==> src/rtl/hub75_scan_ctrl_pkg.sv <==
// Shared definitions for the HUB75 single-colour scan controller.
//   state_t   : scan FSM states
//   col_bits(): column-index width for a given COLS
//   DEF_*     : default timing constants used as parameter defaults
package hub75_pkg;

  typedef enum logic [2:0] {
    IDLE,
    SHIFT,
    WAIT,
    BLANK,
    LATCH
  } state_t;

  localparam int DEF_COLS      = 32;
  localparam int DEF_ROW_BITS  = 4;
  localparam int DEF_CLK_DIV   = 4;
  localparam int DEF_BLANK_CYC = 2;
  localparam int DEF_LAT_CYC   = 1;
  localparam int DEF_ON_CYC    = 256;

  function automatic int col_bits(input int cols);
    return (cols > 1) ? $clog2(cols) : 1;
  endfunction

endpackage

==> src/rtl/hub75_scan_ctrl_if.sv <==
// Bundle of the frame-memory read port and the LED board lines.
//   pix_addr/pix_rd : frame memory read request {row, col}, 1-cycle strobe
//   pix_data        : read data, one cycle after pix_rd
//   R1/A/clk/lat    : serial data, row address, shift clock, latch
//   oe_n            : output enable, active low
//   frame_done      : 1-cycle pulse after the last row latches
// master = scan controller, slave = memory/board side.
interface hub75_scan_ctrl_if #(
  parameter int ROW_BITS = 4,
  parameter int COL_BITS = 5
);
  logic [ROW_BITS+COL_BITS-1:0] pix_addr;
  logic                         pix_rd;
  logic                         pix_data;
  logic                         R1;
  logic [ROW_BITS-1:0]          A;
  logic                         clk;
  logic                         lat;
  logic                         oe_n;
  logic                         frame_done;

  modport master (
    output pix_addr, pix_rd, R1, A, clk, lat, oe_n, frame_done,
    input  pix_data
  );

  modport slave (
    input  pix_addr, pix_rd, R1, A, clk, lat, oe_n, frame_done,
    output pix_data
  );
endinterface

==> src/rtl/hub75_scan_ctrl_shifter.sv <==
// Bit shifter for one panel row.
//   clk, rst  : system clock, synchronous active-high reset
//   start     : pulse; the following cycle is bit 0, phase 0
//   row_sh    : row being shifted (upper address bits)
//   pix_data  : frame memory data, valid the cycle after pix_rd
//   pix_addr  : {row_sh, col}
//   pix_rd    : read strobe in phase 0 of every bit
//   r1        : serial data, loaded from pix_data in phase 1
//   sclk      : shift clock, high in the second half of each bit
//   done      : high in the final cycle of the last bit
module hub75_bit_shifter
  import hub75_pkg::*;
#(
  parameter int COLS     = DEF_COLS,
  parameter int ROW_BITS = DEF_ROW_BITS,
  parameter int CLK_DIV  = DEF_CLK_DIV,
  parameter int COL_BITS = col_bits(COLS)
) (
  input  logic                         clk,
  input  logic                         rst,
  input  logic                         start,
  input  logic [ROW_BITS-1:0]          row_sh,
  input  logic                         pix_data,
  output logic [ROW_BITS+COL_BITS-1:0] pix_addr,
  output logic                         pix_rd,
  output logic                         r1,
  output logic                         sclk,
  output logic                         done
);

  localparam int DIV_W = $clog2(2 * CLK_DIV);
  localparam logic [DIV_W-1:0]    DIV_LAST = DIV_W'(2 * CLK_DIV - 1);
  localparam logic [DIV_W-1:0]    DIV_HI   = DIV_W'(CLK_DIV);
  localparam logic [COL_BITS-1:0] COL_LAST = COL_BITS'(COLS - 1);

  logic                busy;
  logic [DIV_W-1:0]    div;
  logic [COL_BITS-1:0] col;

  always_ff @(posedge clk) begin
    if (rst) begin
      busy <= 1'b0;
      div  <= '0;
      col  <= '0;
      r1   <= 1'b0;
    end else if (!busy) begin
      busy <= start;
      div  <= '0;
      col  <= '0;
    end else begin
      if (div == DIV_W'(1))
        r1 <= pix_data;
      if (div == DIV_LAST) begin
        div <= '0;
        if (col == COL_LAST) begin
          busy <= 1'b0;
          col  <= '0;
        end else begin
          col <= col + COL_BITS'(1);
        end
      end else begin
        div <= div + DIV_W'(1);
      end
    end
  end

  assign pix_addr = {row_sh, col};
  assign pix_rd   = busy && (div == '0);
  assign sclk     = busy && (div >= DIV_HI);
  assign done     = busy && (div == DIV_LAST) && (col == COL_LAST);

endmodule

==> src/rtl/hub75_scan_ctrl.sv <==
// HUB75 single-colour scan controller.
//   clkin, rstin : system clock, synchronous active-high reset
//   en           : scan enable, sampled in IDLE and at latch exit
//   bus          : memory read port and board lines (master side)
// Each row is shifted while the previous row is lit; the panel is then
// blanked, the row address updated, the row latched and lit again.
module hub75_scan_ctrl
  import hub75_pkg::*;
#(
  parameter int COLS      = DEF_COLS,
  parameter int ROW_BITS  = DEF_ROW_BITS,
  parameter int CLK_DIV   = DEF_CLK_DIV,
  parameter int BLANK_CYC = DEF_BLANK_CYC,
  parameter int LAT_CYC   = DEF_LAT_CYC,
  parameter int ON_CYC    = DEF_ON_CYC
) (
  input  logic              clkin,
  input  logic              rstin,
  input  logic              en,
  hub75_scan_ctrl_if.master bus
);

  localparam int COL_BITS = col_bits(COLS);
  localparam int ON_W     = $clog2(ON_CYC + 1);
  localparam int CNT_MAX  = (BLANK_CYC > LAT_CYC) ? BLANK_CYC : LAT_CYC;
  localparam int CNT_W    = $clog2(CNT_MAX + 1);

  state_t              state, state_n;
  logic [ROW_BITS-1:0] row_sh, a_q;
  logic                lat_q, oe_n_q, fd_q, lit;
  logic [ON_W-1:0]     on_cnt, on_cnt_nxt;
  logic [CNT_W-1:0]    cnt;
  logic                start, sh_done, on_met;
  logic                blank_last, lat_last;

  hub75_bit_shifter #(
    .COLS     (COLS),
    .ROW_BITS (ROW_BITS),
    .CLK_DIV  (CLK_DIV),
    .COL_BITS (COL_BITS)
  ) u_shifter (
    .clk      (clkin),
    .rst      (rstin),
    .start    (start),
    .row_sh   (row_sh),
    .pix_data (bus.pix_data),
    .pix_addr (bus.pix_addr),
    .pix_rd   (bus.pix_rd),
    .r1       (bus.R1),
    .sclk     (bus.clk),
    .done     (sh_done)
  );

  // on_met includes the current lit cycle, so the row leaves WAIT (or skips
  // it entirely) exactly when ON_CYC lit cycles have elapsed.
  assign on_cnt_nxt = (!oe_n_q && (on_cnt < ON_W'(ON_CYC))) ? on_cnt + ON_W'(1) : on_cnt;
  assign on_met     = (on_cnt_nxt >= ON_W'(ON_CYC));
  assign blank_last = (cnt == CNT_W'(BLANK_CYC - 1));
  assign lat_last   = (cnt == CNT_W'(LAT_CYC - 1));

  always_comb begin
    state_n = state;
    start   = 1'b0;
    case (state)
      IDLE: begin
        if (en) begin
          state_n = SHIFT;
          start   = 1'b1;
        end
      end
      SHIFT: begin
        if (sh_done)
          state_n = (lit && !on_met) ? WAIT : BLANK;
      end
      WAIT: begin
        if (on_met)
          state_n = BLANK;
      end
      BLANK: begin
        if (blank_last)
          state_n = LATCH;
      end
      LATCH: begin
        if (lat_last) begin
          if (en) begin
            state_n = SHIFT;
            start   = 1'b1;
          end else begin
            state_n = IDLE;
          end
        end
      end
      default: state_n = IDLE;
    endcase
  end

  always_ff @(posedge clkin) begin
    if (rstin) begin
      state  <= IDLE;
      row_sh <= '0;
      a_q    <= '0;
      lat_q  <= 1'b0;
      oe_n_q <= 1'b1;
      fd_q   <= 1'b0;
      lit    <= 1'b0;
      on_cnt <= '0;
      cnt    <= '0;
    end else begin
      state  <= state_n;
      fd_q   <= 1'b0;
      on_cnt <= on_cnt_nxt;
      // cnt restarts on every state change; only BLANK/LATCH read it
      cnt    <= (state_n != state) ? '0 : cnt + CNT_W'(1);
      lat_q  <= (state_n == LATCH);
      if (state_n == BLANK)
        oe_n_q <= 1'b1;
      if (state == BLANK && cnt == '0)
        a_q <= row_sh;
      if (state == LATCH && lat_last) begin
        row_sh <= row_sh + ROW_BITS'(1);
        fd_q   <= &row_sh;
        lit    <= en;
        if (en) begin
          oe_n_q <= 1'b0;
          on_cnt <= '0;
        end
      end
    end
  end

  assign bus.A          = a_q;
  assign bus.lat        = lat_q;
  assign bus.oe_n       = oe_n_q;
  assign bus.frame_done = fd_q;

endmodule

==> src/flat_wrapper.sv <==
// flat-port wrapper written by rule: the top's interface ports become plain ports
module hub75_scan_ctrl_flat import hub75_pkg::*;
#(
  parameter int COLS      = DEF_COLS,
  parameter int ROW_BITS  = DEF_ROW_BITS,
  parameter int CLK_DIV   = DEF_CLK_DIV,
  parameter int BLANK_CYC = DEF_BLANK_CYC,
  parameter int LAT_CYC   = DEF_LAT_CYC,
  parameter int ON_CYC    = DEF_ON_CYC
)
  (clkin, rstin, en, bus_pix_addr, bus_pix_rd, bus_R1, bus_A, bus_clk, bus_lat, bus_oe_n, bus_frame_done, bus_pix_data);
  hub75_scan_ctrl_if #(.ROW_BITS(ROW_BITS), .COL_BITS($clog2(COLS))) bus_i ();
  input  logic clkin;
  input  logic rstin;
  input  logic en;
  output wire logic [$bits(bus_i.pix_addr)-1:0] bus_pix_addr;
  output wire logic [$bits(bus_i.pix_rd)-1:0] bus_pix_rd;
  output wire logic [$bits(bus_i.R1)-1:0] bus_R1;
  output wire logic [$bits(bus_i.A)-1:0] bus_A;
  output wire logic [$bits(bus_i.clk)-1:0] bus_clk;
  output wire logic [$bits(bus_i.lat)-1:0] bus_lat;
  output wire logic [$bits(bus_i.oe_n)-1:0] bus_oe_n;
  output wire logic [$bits(bus_i.frame_done)-1:0] bus_frame_done;
  input wire logic [$bits(bus_i.pix_data)-1:0] bus_pix_data;
  assign bus_pix_addr = bus_i.pix_addr;
  assign bus_pix_rd = bus_i.pix_rd;
  assign bus_R1 = bus_i.R1;
  assign bus_A = bus_i.A;
  assign bus_clk = bus_i.clk;
  assign bus_lat = bus_i.lat;
  assign bus_oe_n = bus_i.oe_n;
  assign bus_frame_done = bus_i.frame_done;
  assign bus_i.pix_data = bus_pix_data;
  hub75_scan_ctrl #(.COLS(COLS), .ROW_BITS(ROW_BITS), .CLK_DIV(CLK_DIV), .BLANK_CYC(BLANK_CYC), .LAT_CYC(LAT_CYC), .ON_CYC(ON_CYC)) u_core (.clkin(clkin), .rstin(rstin), .en(en), .bus(bus_i));
endmodule
==> config.mk <==
export PLATFORM = sky130hd
export DESIGN_NAME = hub75_scan_ctrl_flat
export DESIGN_NICKNAME = d
export VERILOG_FILES = /design/src/rtl/hub75_scan_ctrl_pkg.sv /design/src/rtl/hub75_scan_ctrl_if.sv /design/src/rtl/hub75_scan_ctrl_shifter.sv /design/src/rtl/hub75_scan_ctrl.sv /design/src/flat_wrapper.sv
export SDC_FILE = /design/constraint.sdc
export NUM_CORES = 1
export LEC_CHECK = 0
export ABC_CLOCK_PERIOD_IN_PS = 2400
export CAP_MARGIN = 20
export CELL_PAD_IN_SITES_DETAIL_PLACEMENT = 0
export CELL_PAD_IN_SITES_GLOBAL_PLACEMENT = 1
export CORE_MARGIN = 4
export CORE_UTILIZATION = 41
export CTS_CLUSTER_SIZE = 10
export DETAILED_ROUTE_END_ITERATION = 16
export PLACE_DENSITY = 0.84
export SLEW_MARGIN = 20
export SYNTH_ARGS = -nofsm -noshare
export SYNTH_HDL_FRONTEND = slang
export SYNTH_HIERARCHICAL = 1
export SYNTH_SLANG_ARGS = --single-unit
==> constraint.sdc <==
create_clock -name clkin -period 2.4 [get_ports clkin]
set_input_delay 0.72 -clock clkin [delete_from_list [all_inputs] [get_ports clkin]]
set_output_delay 0.72 -clock clkin [all_outputs]
set_load 0.005 [all_outputs]
==> metrics.txt <==
run status complete, no violations; number of global-route vias before repair 1,254; sequential share of the synthesized area 0.422; final critical delay including setup and external delays 2.26 ns; TritonCTS clock tree done; max-slew violation count 0; relative slew slack 0.758; number of cells on the worst hold path 2; first drt pass iteration count 4; leading cell type in the layout, fill and taps excluded sky130_fd_sc_hd__dfxtp_1; number of placed I/O pins 23; min-delay src u_core/lit; worst r2r src u_core/u_shifter/col[0]; post-detailed-placement half-perimeter wirelength 2440 um; endpoint class of the critical path output port; number of antenna violations at the first check in global routing 0; P_leak 0.830 nW; MaxCap Viol Count 0; Worst Max-Slew Pin Slew 0.363 ns; synthesized area 1710 um2; vertical die dimension 72.5 um; number of enable flip-flop cells after synthesis 0; number of clock sinks 36; Tcrit/Tclk final 0.942; die area 5260 um2; DRC Markers 0; remaining antenna violation count after routing 0; Post-Route Setup TNS 0 ns; highest fanout seen on the critical path 4; Final setup violation count 0; final hold violation count 0; register bit count reported by yosys 36; grt ovf 0; area of the multi-input gates 876 um2; number of antenna repair diodes 0; startpoint types register; effective utilization at floorplan 0.424; aggregate routed wire length 3270 um; number of design-rule violations left by the first detailed-router iteration 17; class of the worst hold path reg2reg; Crit path largest cell delay 0.44 ns; share of layout cells above drive strength 1 0.0941; Ys Warns 6; worst-path cell with the longest stage delay sky130_fd_sc_hd__clkdlybuf4s50_1; Hold Crit Endpoint u_core/lit; net count of the mapped netlist 196; Routed WL per cell 13.0 um; fill count 386; number of CTS-inserted buffers 5; number of buffers inserted for hold repair after clock tree synthesis 0; count of standard-cell rows 23; met1 Use GR 0.169; IR drop worst, VDD 0.384 mV; clock-pin transition on the worst setup and hold timing paths 0.08 ns; Tot GR Track Use 0.134; total number of vias 1,264; H-tree levels 2; count of different cell masters after synthesis 42; power density cells 674 nW/um2; chain of cells forming the critical path inv_1 -> ha_1 -> and3b_2 -> clkdlybuf4s50_1; final-stage net count 216; peak clock frequency supported by timing 442 MHz; mean area per synthesized cell 9.44 um2; Longest Clk Path Bufs 2; area of the core region 4030 um2; Post-CTS Setup Repair Bufs 0; area grow syn2layout 22.2%; GRT Max-Usage Layer met2; worst-case hold slack 0.475 ns; vias per cell 5.02; Seq. cell area 721 um2; Worst Path Buf+Inv 2; GPL Wtd Cong 0.803; worst-skew pair later-pin latency 0.28 ns; Worst EP arrival 1.54 ns; minimum setup slack among reg-to-reg paths 0.51 ns; maximum number of pins on one net before global-route repair 13; Gate Count Post-Synth 181; clock root cell sky130_fd_sc_hd__clkbuf_8; buffers added on ports 22; met3 Usage GRT 0.0346; destination of the worst register-to-register timing path u_core/bus.oe_n; share of flip-flops with an asynchronous set or reset 0; count of cells resized by post-cts repair 0; horizontal extent of the die 72.5 um; path type of the worst setup path reg2out; cell count of the worst reg-to-reg path 8; top cell family by delay on the critical path buffers and inverters; commonest cells after routing, fill and taps aside 36 x sky130_fd_sc_hd__dfxtp_1, 27 x sky130_fd_sc_hd__nor2_1, 22 x sky130_fd_sc_hd__clkdlybuf4s50_1; unrepaired setup endpoints after global routing false; skew final 0.00702 ns; Top FF cell, synth sky130_fd_sc_hd__dfxtp_1; Data required, critical path 1.68 ns; global-route wire length before repair 5600 um; fraction of met2 tracks used by global routing 0.215
[final cells by class]
type | instances | share of cell area
Clock buffer | 5 | 0.0330
Clock inverter | 3 | 0.0432
Inverter | 7 | 0.0126
Multi-Input combinational cell | 126 | 0.420
Sequential cell | 36 | 0.345
Tap cell | 50 | 0.0300
Timing Repair Buffer | 25 | 0.116
[cell usage after synthesis, types with 3 or more instances]
| master | n | area, um2 |
|---|---|---|
| sky130_fd_sc_hd__dfxtp_1 | 36 | 721 |
| sky130_fd_sc_hd__nor2_1 | 27 | 101 |
| sky130_fd_sc_hd__ha_1 | 11 | 138 |
| sky130_fd_sc_hd__nand2_1 | 10 | 37.5 |
| sky130_fd_sc_hd__xor2_1 | 10 | 87.6 |
| sky130_fd_sc_hd__a21oi_1 | 9 | 45.0 |
| sky130_fd_sc_hd__inv_1 | 7 | 26.3 |
| sky130_fd_sc_hd__mux2i_1 | 7 | 70.1 |
| sky130_fd_sc_hd__nand4_1 | 7 | 43.8 |
| sky130_fd_sc_hd__buf_4 | 6 | 45.0 |
| sky130_fd_sc_hd__a31oi_1 | 4 | 25.0 |
| sky130_fd_sc_hd__and3_1 | 3 | 18.8 |
| sky130_fd_sc_hd__nand2b_1 | 3 | 18.8 |
| sky130_fd_sc_hd__nor3_1 | 3 | 15.0 |
[worst register-to-register path, stage by stage (launching register included)]
cell	delay (ns)
sky130_fd_sc_hd__dfxtp_1	0.35
sky130_fd_sc_hd__ha_1	0.23
sky130_fd_sc_hd__and3_1	0.21
sky130_fd_sc_hd__ha_1	0.20
sky130_fd_sc_hd__and3_2	0.22
sky130_fd_sc_hd__and3b_1	0.19
sky130_fd_sc_hd__o21bai_1	0.19
sky130_fd_sc_hd__o2bb2ai_1	0.13
sky130_fd_sc_hd__a31oi_1	0.05
[how the worst max path moves through the flow]
stage / startpoint / to / cells past startpoint
floorplan: u_core/u_shifter/col[0] / u_core/bus.oe_n / 8
global placement: u_core/u_shifter/div[0] / bus_pix_rd / 4
detailed placement: rstin / u_core/u_shifter/col[3] / 3
CTS: u_core/u_shifter/div[0] / bus_pix_rd / 4
global route: u_core/u_shifter/div[0] / bus_pix_rd / 4
finish: u_core/u_shifter/div[0] / bus_pix_rd / 4
[layer usage]
metal,share of wire,vias up
li1,-,658
met1,0.47,585
met2,0.49,16
met3,0.024,5
met4,0.012,0
met5,0,-
[cells by family after synthesis]
logic type	after synthesis	share of synthesized area
AND/OR/NAND/NOR	73	0.243
buffers and inverters	19	0.0652
AO/OA/AOI/OAI	23	0.0865
XOR/XNOR	12	0.0615
flip-flops	36	0.422
multiplexers	7	0.0410
adder cells (fa/ha/maj)	11	0.0806
[sequential cells by signal (all words and copies together) (netlist names)]
signal                 cells
u_core/u_shifter/busy      1
u_core/lit                 1
u_core/u_shifter/r1        1
u_core/bus.frame_done      1
u_core/u_shifter/col       5
u_core/u_shifter/div       3
u_core/state               3
u_core/bus.lat             1
u_core/cnt                 2
u_core/bus.oe_n            1
u_core/row_sh              4
u_core/on_cnt              9
u_core/bus.A               4
[metrics by stage]
stage / total power [W] / setup slack (ns) / std cells / cell area [um2] / utilization
final: 0.00141 / 0.138 / 252 / 2090 / 0.518
after global routing: 0.00146 / 0.0493 / 252 / 2090 / 0.518
after CTS: 0.00142 / 0.112 / 252 / 2090 / 0.518
after detailed placement: 0.000685 / 0.404 / 244 / 1930 / 0.479
after global placement: 0.000682 / 0.459 / 244 / 1930 / 0.479
after floorplan: 0.000669 / 0.656 / 181 / 1710 / -
[power by group]
part           switching (W)  internal, W  leakage (nW)
registers         0.00000918     0.000605         0.291
logic              0.0000299    0.0000266         0.460
clock network       0.000216     0.000520        0.0784
total               0.000255      0.00115         0.830
Note: power is estimated with default switching activity, not from simulation.
